**config.mk**
```make
export PLATFORM = sky130hd
export DESIGN_NAME = pipe_ctrl
export DESIGN_NICKNAME = d
export VERILOG_FILES = /design/src/rtl/pipe_ctrl.sv
export SDC_FILE = /design/constraint.sdc
export NUM_CORES = 1
export LEC_CHECK = 0
export CORE_ASPECT_RATIO = 1.5
export CORE_MARGIN = 8
export CORE_UTILIZATION = 46
export CTS_CLUSTER_DIAMETER = 60
export CTS_CLUSTER_SIZE = 14
export DETAILED_ROUTE_END_ITERATION = 8
export PLACE_DENSITY = 0.75
export SYNTH_ARGS = -nofsm -noshare
export SYNTH_HDL_FRONTEND = slang
export SYNTH_SLANG_ARGS = --single-unit
```
**constraint.sdc**
```tcl
create_clock -name clk -period 3 [get_ports clk]
set_input_delay 0.9 -clock clk [delete_from_list [all_inputs] [get_ports clk]]
set_output_delay 0.9 -clock clk [all_outputs]
set_load 0.01 [all_outputs]
```
**src/rtl/pipe_ctrl.sv**
```systemverilog
// ============================================================================
// pipe_ctrl : stall/flush controller for the 5-stage pipeline (IF ID EX MEM WB)
// Optional perf counters enabled by defining PIPE_CTRL_PERF_EN.  Rev 1.0
// ============================================================================
`default_nettype none

module pipe_ctrl #(
  parameter int TIMEOUT_CYC = 255,
  parameter int CNT_W       = 16
) (
  input  logic       clk,
  input  logic       rst,
  input  logic       acki_n,
  input  logic       ackd_n,
  input  logic       mem_req,
  input  logic [4:0] id_rs1,
  input  logic [4:0] id_rs2,
  input  logic       id_use_rs1,
  input  logic       id_use_rs2,
  input  logic       ex_mem_read,
  input  logic [4:0] ex_rd,
  input  logic       ex_redirect,
  output logic       pc_we,
  output logic       ifid_we,
  output logic       ifid_flush,
  output logic       idex_we,
  output logic       idex_flush,
  output logic       exmem_we,
  output logic       memwb_we,
  output logic       memwb_flush,
  output logic       dwait,
  output logic       bus_err
`ifdef PIPE_CTRL_PERF_EN
  ,
  output logic [31:0] perf_dstall,
  output logic [31:0] perf_lu,
  output logic [31:0] perf_flush
`endif
);

  typedef enum logic [1:0] {
    RUN   = 2'd0,
    DWAIT = 2'd1,
    ERR   = 2'd2
  } state_t;

  localparam logic [CNT_W-1:0] TIMEOUT_VAL = CNT_W'(TIMEOUT_CYC);
  localparam logic [CNT_W-1:0] CNT_ONE     = CNT_W'(1);
  localparam logic [CNT_W-1:0] CNT_MAX     = '1;

  state_t           state_q, state_d;
  logic [CNT_W-1:0] cnt_q, cnt_d;
  logic             bus_err_q, bus_err_d;

  logic dstall;
  logic load_use;
  logic lu_event;
  logic redir_event;

  assign dstall   = mem_req & ~ackd_n;
  assign load_use = ex_mem_read & (ex_rd != 5'd0) &
                    ((id_use_rs1 & (id_rs1 == ex_rd)) |
                     (id_use_rs2 & (id_rs2 == ex_rd)));

  always_comb begin
    state_d   = state_q;
    cnt_d     = cnt_q;
    bus_err_d = bus_err_q;
    case (state_q)
      RUN: begin
        if (dstall) begin
          state_d = DWAIT;
          cnt_d   = CNT_ONE;
        end
      end
      DWAIT: begin
        // Dropped request and completed access both leave the wait cleanly.
        if (!mem_req || ackd_n) begin
          state_d = RUN;
          cnt_d   = '0;
        end else if (cnt_q >= TIMEOUT_VAL) begin
          state_d   = ERR;
          bus_err_d = 1'b1;
        end else if (cnt_q != CNT_MAX) begin
          cnt_d = cnt_q + CNT_ONE;
        end
      end
      ERR:     bus_err_d = 1'b1;
      default: state_d = RUN;
    endcase
  end

  always_ff @(posedge clk) begin
    if (!rst) begin
      state_q   <= RUN;
      cnt_q     <= '0;
      bus_err_q <= 1'b0;
    end else begin
      state_q   <= state_d;
      cnt_q     <= cnt_d;
      bus_err_q <= bus_err_d;
    end
  end

  always_comb begin
    pc_we       = 1'b1;
    ifid_we     = 1'b1;
    ifid_flush  = 1'b0;
    idex_we     = 1'b1;
    idex_flush  = 1'b0;
    exmem_we    = 1'b1;
    memwb_we    = 1'b1;
    memwb_flush = 1'b0;
    lu_event    = 1'b0;
    redir_event = 1'b0;
    if (!rst) begin
      {pc_we, ifid_we, idex_we, exmem_we, memwb_we} = '0;
      {ifid_flush, idex_flush, memwb_flush}         = '1;
    end else if (state_q == ERR) begin
      {pc_we, ifid_we, idex_we, exmem_we, memwb_we} = '0;
    end else if (dstall) begin
      {pc_we, ifid_we, idex_we, exmem_we, memwb_we} = '0;
      memwb_flush = 1'b1;
    end else if (ex_redirect) begin
      ifid_flush  = 1'b1;
      idex_flush  = 1'b1;
      redir_event = 1'b1;
    end else if (load_use) begin
      // Hold PC and IF/ID; ID/EX still loads so the bubble lands there.
      pc_we      = 1'b0;
      ifid_we    = 1'b0;
      idex_flush = 1'b1;
      lu_event   = 1'b1;
    end else if (!acki_n) begin
      pc_we      = 1'b0;
      ifid_flush = 1'b1;
    end
  end

  assign dwait   = (state_q == DWAIT);
  assign bus_err = bus_err_q;

`ifdef PIPE_CTRL_PERF_EN
  logic [31:0] perf_dstall_q, perf_dstall_d;
  logic [31:0] perf_lu_q, perf_lu_d;
  logic [31:0] perf_flush_q, perf_flush_d;

  always_comb begin
    perf_dstall_d = perf_dstall_q;
    perf_lu_d     = perf_lu_q;
    perf_flush_d  = perf_flush_q;
    if (dstall && (state_q != ERR) && (perf_dstall_q != 32'hFFFF_FFFF))
      perf_dstall_d = perf_dstall_q + 32'd1;
    if (lu_event && (perf_lu_q != 32'hFFFF_FFFF))
      perf_lu_d = perf_lu_q + 32'd1;
    if (redir_event && (perf_flush_q != 32'hFFFF_FFFF))
      perf_flush_d = perf_flush_q + 32'd1;
  end

  always_ff @(posedge clk) begin
    if (!rst) begin
      perf_dstall_q <= '0;
      perf_lu_q     <= '0;
      perf_flush_q  <= '0;
    end else begin
      perf_dstall_q <= perf_dstall_d;
      perf_lu_q     <= perf_lu_d;
      perf_flush_q  <= perf_flush_d;
    end
  end

  assign perf_dstall = perf_dstall_q;
  assign perf_lu     = perf_lu_q;
  assign perf_flush  = perf_flush_q;
`else
  logic unused_events;
  assign unused_events = lu_event ^ redir_event;
`endif

endmodule

`default_nettype wire

```
==> results by group <==
Clock network
  – Clk sink count: 19
  – # hold bufs at CTS: 0
  – Max Root-Sink Buffers: 2
  – Inserted Clock Buffers: 3
  – Clock Pin Slew Worst Setup and Hold Paths: roughly 0.11 ns
  – CTS root buf: clkbuf_4
  – Clock Latency Late Sink: between 0.3 and 0.4 ns
  – CTS tree: yes
  – H-tree levels: 1

Floorplan
  – Die Ht: 77.40 um
  – Rows: 22
  – Die X: around 57 um
  – Die area: around 4400 um2
  – Initial Util: between 40% and 50%
  – I/O pins: 34
  – CORE AREA: about 2400 um2

Min path
  – Hold Path Sink: bus_err$_SDFFE_PN0P_
  – Hold_sp: bus_err$_SDFFE_PN0P_
  – Hold path depth: 1
  – Worst Hold Class: reg -> reg

Worst setup path
  – Worst Path Required: around 2.1 ns
  – Reg2reg setup slack: 1.04 ns
  – CP endpoint kind: primary output
  – CP Launch Type: input pin
  – R2R depth: 7
  – Worst Path Arrival: 2.10 ns
  – Worst R2R Start: state_q[1]$_SDFFE_PN0P_
  – Reg2reg end: cnt_q[2]$_SDFFE_PN0P_
  – Setup Crit Path Kind: in -> out
  – Worst-path fanout max: 2

Cells and area
  – ANT cells: 0
  – Layout cells sized above 1: ~27%
  – Nets: 210
  – # fillers: 200
  – Area Growth Syn to Fin: 43.72%
  – Finished Layout Cells: approximately 210

Global route
  – All-layer global routing usage: 15.10%
  – Gr ovfl total: 0
  – Vias in the first global route: between 1000 and 1500
  – Largest net degree at the start of global routing: 18
  – Global-route wire length before repair: between 5000 and 6000 um
  – Initial antenna violation count: 0

Placement
  – Buffers on Ports: 33
  – Dpl cells: around 200
  – Placed wire-length estimate: between 2000 and 2500 um
  – RD Place Congestion: just under 0.8

Detailed routing
  – DRT iter0 DRCs: 21
  – Via count: between 1000 and 1500
  – Vias per std cell: roughly 5.7
  – DRC viols: 0
  – WL final: between 3000 and 4000 um
  – Avg WL per Cell: roughly 16 um
  – Final ANT Viol Nets: 0
  – Drt first pass iters: 4

Yosys
  – Seq cells post-synth: 19
  – Syn Area/Cell: around 8.4 um2
  – Synthesized instance count: roughly 140
  – Ys Warns: 0
  – Post-synth EDFFs: 0
  – Async set or reset register ratio after synthesis: 0%
  – Cell variety after synth: 38
  – Syn Nets: 165
  – Mapped Area: 1156 um2
  – Sequential area share after synthesis: between 30% and 40%
  – Most used DFF post-synth: dfxtp_1

Timing
  – Hold Worst Slack: ~0.48 ns
  – Achievable Freq: 333.8 MHz
  – Slew Limit Fails: 0
  – Unrepaired setup endpoints after global routing: yes
  – Actual slew at the worst max-slew pin: roughly 0.57 ns
  – Hold Fails Final Rpt: 0
  – Final period util: ~100%
  – Final Skew: just under 0.007 ns
  – Setup TNS: 0 ns
  – Minimum clock period: about 3 ns
  – Slew headroom: 61.75%
  – Final setup fails: 0

Power
  – Pwr/cell area: around 320 nW/um2
  – Leakage: around 0.00076 uW
  – VDD IR-drop max: around 0.0002 V

Outcome
  – Status: finished clean

Flow run
  – Max Cap Viol: 0
-- critical path: stages --
cell	delay [ns]
clkdlybuf4s15_1	0.17
xnor2_1	0.18
nand4_1	0.14
o22ai_2	0.21
a21oi_1	0.09
o31ai_1	0.23
buf_2	0.18
-- area by class of cell --
cell class | instances | area, um2 | share of cell area, %
well taps | 24 | 30.03 | 1.807
inverters | 3 | 11.26 | 0.6777
clock inverters | 1 | 7.507 | 0.4518
repair buffers | 47 | 421.7 | 25.38
clock buffers | 3 | 22.52 | 1.355
multi-input cells | 108 | 788.3 | 47.44
flip-flops and latches | 19 | 380.4 | 22.89
-- registers in the layout, indices dropped and copies added, names as in the netlist --
signal,flops
bus_err,1
cnt_q,16
state_q,2
-- per-layer routing --
| metal | GRT usage [%] | vias to the layer above | wire, um |
|---|---|---|---|
| li1 | - | 583 | - |
| met1 | 13.96 | 534 | 1184 |
| met2 | 27.56 | 44 | 1740 |
| met3 | 5.537 | 5 | 251 |
| met4 | 7.783 | 0 | 63 |
| met5 | 0 | - | 0 |
-- cells by family after synthesis --
group / share of synthesized area, %
muxes: 0.8658
xor gates and xnor gates: 7.575
DFF: 32.90
AOI/OAI and AO/OA: 18.83
and+or+nand+nor: 30.95
adders and majority gates: 4.329
buffers and inverters: 4.545
-- cell usage after synthesis (2+ instances only) --
cell      instances  area share (%)
a21oi_1           8             3.5
and2_1            2             1.1
and3_1           11             6.0
buf_4             2             1.3
clkbuf_1          4             1.3
dfxtp_1          19              33
ha_1              4             4.3
inv_1             3            0.97
nand2_1          14             4.5
nand2b_1          2             1.1
nand3_1           4             1.7
nand4_1           3             1.6
nand4b_1          3             2.3
nor2_1            6             1.9
nor2b_1           2             1.1
nor3_1            5             2.2
nor4_2            2             2.2
o21a_1            3             1.9
o21ai_0           6             2.6
o21ai_1           2            0.87
o311ai_0          2             1.5
o31ai_1           3             1.9
or4_1             3             1.9
xnor2_1          10             7.6
-- cells in the final DEF (no fill, tap or decap), types with 5 or more instances in the layout --
master           count
and3_1              11
dlygate4sd2_1        5
nor2_1               6
clkdlybuf4s50_1      9
buf_6                8
buf_4               10
a21oi_1              8
dfxtp_1             19
xnor2_1              6
nand2_1             14
-- timing repair --
action	in CTS	in global routing
gates resized for setup	66	23
setup endpoints to repair	8	7
pin swaps	17	14
buffers inserted	0	0
-- through the flow --
| stage | util, % | instance area, um2 | total power (uW) | setup slack, ns |
|---|---|---|---|---|
| after global placement | 65.24 | 1580 | 393.0 | -0.8079 |
| after detailed placement | 65.24 | 1580 | 395.8 | -0.9014 |
| after global routing | 68.60 | 1662 | 564.3 | -0.1220 |
| final | 68.60 | 1662 | 533.2 | 0.004539 |
| after CTS | 66.27 | 1605 | 525.0 | -0.01125 |
| after floorplan | - | 1156 | 320.4 | 0.1757 |
-- power breakdown --
group / switching [uW] / internal, uW / total (uW)
Clock: 86.9 / 50.9 / 138
Sequential: 2.10 / 256 / 258
Combinational: 61.5 / 76.2 / 138
-- how the worst max path moves through the flow --
stage	startpoint	end	slack, ns
3_5_place_dp	ex_rd[1]	pc_we	-0.90
5_1_grt	id_rs1[4]	idex_flush	-0.12
2_1_floorplan	ex_rd[1]	ifid_flush	0.18
4_1_cts	ex_rd[3]	pc_we	-0.01
3_3_place_gp	ex_rd[1]	pc_we	-0.81
6_report	id_rs1[4]	idex_flush	0.005
Power figures use the tool's default switching activity.
